## src/rtl/rst_gen.sv

```systemverilog
// Purpose : reset sequencer. Holds sys_rst until the clock generator has been
//           locked for STABLE_CYCLES consecutive cycles, then releases it.
// Latency : sys_rst falls STABLE_CYCLES edges after locked is first sampled high
//           (plus 2 edges when RST_GEN_LOCK_SYNC_EN is defined).
// Backpressure: none; every output is a free-running registered level or pulse.
//
// Ports:
//   clk           system clock, all state changes on its rising edge
//   reset         synchronous active-high reset, priority over every input
//   locked        clock-generator lock indication (1 = clocks stable)
//   soft_rst_req  one-cycle request to re-run the release sequence from RUN
//   clr_lock_lost clears the lock_lost sticky flag
//   sys_rst       registered active-high reset to downstream logic
//   rst_done      registered one-cycle pulse in the first cycle of release
//   lock_lost     sticky flag, set when lock drops while released
//
// Configuration macro: RST_GEN_LOCK_SYNC_EN -- when defined, locked passes
// through a two-flop synchronizer before reaching the sequencer.

module rst_gen #(
   parameter int STABLE_CYCLES = 16   // legal range 2..65535
) (
   input  logic clk,
   input  logic reset,
   input  logic locked,
   input  logic soft_rst_req,
   input  logic clr_lock_lost,
   output logic sys_rst,
   output logic rst_done,
   output logic lock_lost
);

   typedef enum logic [1:0] {
      HOLD  = 2'd0,
      COUNT = 2'd1,
      RUN   = 2'd2
   } state_t;

   // Terminal count: COUNT is entered with cnt=0, so leaving at STABLE_CYCLES-1
   // makes the COUNT phase exactly STABLE_CYCLES cycles long.
   localparam logic [15:0] LAST_CNT = 16'(STABLE_CYCLES - 1);

   state_t      state;
   logic [15:0] cnt;
   logic        locked_s;

`ifdef RST_GEN_LOCK_SYNC_EN
   // locked comes from another clock domain's PLL logic; resynchronise it.
   logic sync_q1;
   logic sync_q2;

   always_ff @(posedge clk) begin
      if (reset) begin
         sync_q1 <= 1'b0;
         sync_q2 <= 1'b0;
      end else begin
         sync_q1 <= locked;
         sync_q2 <= sync_q1;
      end
   end

   assign locked_s = sync_q2;
`else
   assign locked_s = locked;
`endif

   // Outputs are registered alongside the state so that sys_rst and rst_done
   // carry no combinational path from any input.
   always_ff @(posedge clk) begin
      if (reset) begin
         state     <= HOLD;
         cnt       <= 16'd0;
         sys_rst   <= 1'b1;
         rst_done  <= 1'b0;
         lock_lost <= 1'b0;
      end else begin
         rst_done <= 1'b0;

         // Clear first; a lock loss set later in this block takes precedence.
         if (clr_lock_lost) begin
            lock_lost <= 1'b0;
         end

         case (state)
            HOLD: begin
               sys_rst <= 1'b1;
               cnt     <= 16'd0;
               if (locked_s) begin
                  state <= COUNT;
               end
            end

            COUNT: begin
               sys_rst <= 1'b1;
               if (!locked_s) begin
                  // Any lock glitch restarts the stability window from scratch.
                  state <= HOLD;
                  cnt   <= 16'd0;
               end else if (cnt == LAST_CNT) begin
                  state    <= RUN;
                  cnt      <= 16'd0;
                  sys_rst  <= 1'b0;
                  rst_done <= 1'b1;
               end else begin
                  cnt <= cnt + 16'd1;
               end
            end

            RUN: begin
               if (!locked_s) begin
                  // Lock loss outranks a coincident soft request.
                  state     <= HOLD;
                  cnt       <= 16'd0;
                  sys_rst   <= 1'b1;
                  lock_lost <= 1'b1;
               end else if (soft_rst_req) begin
                  state   <= COUNT;
                  cnt     <= 16'd0;
                  sys_rst <= 1'b1;
               end else begin
                  sys_rst <= 1'b0;
               end
            end

            default: begin
               state   <= HOLD;
               cnt     <= 16'd0;
               sys_rst <= 1'b1;
            end
         endcase
      end
   end

endmodule

```

## config.mk

```make
export PLATFORM = sky130hd
export DESIGN_NAME = rst_gen
export DESIGN_NICKNAME = d
export VERILOG_FILES = /design/src/rtl/rst_gen.sv
export SDC_FILE = /design/constraint.sdc
export NUM_CORES = 1
export LEC_CHECK = 0
export CAP_MARGIN = 40
export CORE_MARGIN = 3
export CORE_UTILIZATION = 25
export DETAILED_ROUTE_END_ITERATION = 10
export HOLD_SLACK_MARGIN = 0.05
export PLACE_DENSITY_LB_ADDON = 0.15
export SYNTH_ARGS = -nofsm -noshare
export SYNTH_HDL_FRONTEND = slang
export SYNTH_SLANG_ARGS = --single-unit
```

## constraint.sdc

```tcl
create_clock -name clk -period 2.4 [get_ports clk]
set_input_delay 0.48 -clock clk [delete_from_list [all_inputs] [get_ports clk]]
set_output_delay 0.48 -clock clk [all_outputs]
set_load 0.01 [all_outputs]
```

==> impl_results.md <==
* Io pins at 8
* Final hold violation count at 0
* Ys flop type: dfxtp_1
* Pwr dens at 533 nW/um2
* Slew margin rel. at 0.647
* Die Width at 72.3 um
* Vias in the first global route at 853
* Tot Pwr at 0.676 mW
* DR vias at 912
* Startpoint types: input pin
* Max-slew violation count at 0
* Pre-CTS WS at 199 ps
* Post-synthesis sequential area ratio at 0.383
* Max IR drop VDD at 0.175 mV
* Final Worst Setup Slack at 444 ps
* Gate Count Post-Synth at 119
* Drt drc at 0
* Most frequent cell after synthesis: dfxtp_1
* Final period utilization at 0.815
* Total CTS buffers at 3
* CTS H-tree lvls at 1
* Number of max-cap violations at 0
* Setup TNS Final at 0 ps
* Core area at 4120 um2
* Die extent in y at 72.3 um
* Worst-Margin Slew at 527 ps
* RD Place Congestion at 0.812
* Post-CTS setup buffers at 0
* Fillers at 433
* Post-synth EDFFs at 0
* Layout overhead on the synthesized area at 15.7%
* Final ANT Viol Nets at 0
* Status: finished, final reports clean
* 1st-pass router iterations at 4
* Crit path capture type: register
* Clk slew on worst S/H paths at 80 ps
* Worst-Skew Late Latency at 260 ps
* LEAKAGE at 0.408 nW
* Area of the die at 5220 um2
* DR iter-0 viols at 24
* Tmin final at 1960 ps
* Synth top area cells: dfxtp_1 38%, nor3_1 5.9%, ha_1 5.7%, xor2_1 5.6%, or4_1 4.1%
* Root cell of the clock tree: clkbuf_8
* Vias/cell at 5.12
* Cts hold-fix bufs at 0
* # setup viols final at 0
* Clock sinks at 21
* Required @ worst endpoint at 2580 ps
* Final WL at 2490 um
* Maximum clock frequency at 511 MHz
* Synth top area share at 0.383
* Initial antenna violation count at 0
* Drt wl/cell at 14.0 um
* GRT Total Usage at 0.102
* Worst min path class: register to register
* First-pass GRT wire length at 4160 um
* RSZ-0062 raised after global routing: no
* Maximum clock path buffer count at 2
* IO Port Bufs at 7
* TritonCTS clock tree: built
* Ant. Diodes at 0
* Synth Cell Area at 1100 um2
* Mean Syn Cell Area at 9.22 um2
* Post-synth ARST share at 0
* GRT overflow at 0
* Top cells by count, synth: 21 x dfxtp_1, 13 x nor3_1, 7 x xor2_1
* Worst-path fanout max at 8
* Setup Crit Path Kind: input pin to register
* Crit path DAT at 2130 ps
* Hpwl dp at 1700 um
* Post-synthesis register bit count at 21
* FP Rows at 23
* Synth warn at 0
* Starting Density at 0.267
* Syn nets at 129
* Final #Nets at 139
* Share of cells above drive strength 1 at 0.109
* Largest net degree at the start of global routing at 17
* Synth area leader: dfxtp_1
* Post-cts resize count at 0
* Clk_skew at 2.78 ps
* Count of cell types in the netlist at 39
worst paths after layout:
check	startpoint	to	slack, ps	depth (start not counted)
max	locked	cnt[12]	440	5
min	lock_lost	lock_lost	510	2
max reg2reg	cnt[0]	state[1]	480	5
min reg2reg	lock_lost	lock_lost	510	2
critical path: stages:
cell             delay (ps)
clkdlybuf4s50_1         570
nand3b_2                170
nand2b_1                170
or4_1                   510
a211oi_1                240
registers in the layout (all words and copies together), names as in the netlist:
name	flops
cnt	16
lock_lost	1
rst_done	1
state	2
sys_rst	1
cell usage in the layout (no fill, tap or decap), types with 2 or more instances in the layout:
cell / n
clkbuf_8: 3
nand4_1: 5
a31oi_1: 2
ha_1: 5
xnor2_1: 2
xor2_1: 7
clkdlybuf4s50_1: 7
o21ai_0: 3
or4_1: 6
dfxtp_1: 21
buf_4: 3
a211oi_1: 5
inv_1: 6
o31ai_1: 5
nor2_1: 2
nor3_1: 13
nand3_1: 4
nand2_1: 6
nor4_1: 2
stage by stage:
stage / instance area, um2 / cells / utilization / hold slack [ps]
after detailed placement: 1220 / 174 / 0.297 / 490
after CTS: 1270 / 178 / 0.309 / 509
after floorplan: 1100 / 119 / - / 461
after global placement: 1220 / 174 / 0.297 / 485
final: 1270 / 178 / 0.309 / 509
after global routing: 1270 / 178 / 0.309 / 534
logic make-up after synthesis:
family,Yosys count,synth area share
fa+ha+maj,5,0.0570
xor+xnor,9,0.0718
simple gates,51,0.287
flops,21,0.383
compound gates,20,0.135
mux,2,0.0194
buf+inv,11,0.0468
area by class of cell:
cell class | count | area (um2) | area share
Sequential cell | 21 | 420 | 0.331
Clock inverter | 1 | 5.00 | 0.00394
Multi-Input combinational cell | 87 | 626 | 0.493
Clock buffer | 3 | 41.3 | 0.0325
Inverter | 6 | 22.5 | 0.0177
Tap cell | 50 | 62.6 | 0.0493
Timing Repair Buffer | 10 | 92.6 | 0.0729
power breakdown:
part	total (mW)	internal [mW]	switching, mW
clock network	0.237	0.116	0.121
logic	0.0792	0.0336	0.0456
registers	0.360	0.355	0.00539
total	0.676	0.504	0.172
routing by layer:
layer  vias to the layer above  routed length, um  track usage  part of all wire
li1                        465                  -            -                 -
met3                         4                 38       0.0208             0.015
met5                         -                  0            0                 0
met1                       438               1330        0.146              0.54
met4                         0                 42       0.0501             0.017
met2                         5               1070        0.144              0.43
No activity file was read; power rests on OpenSTA's default activity.
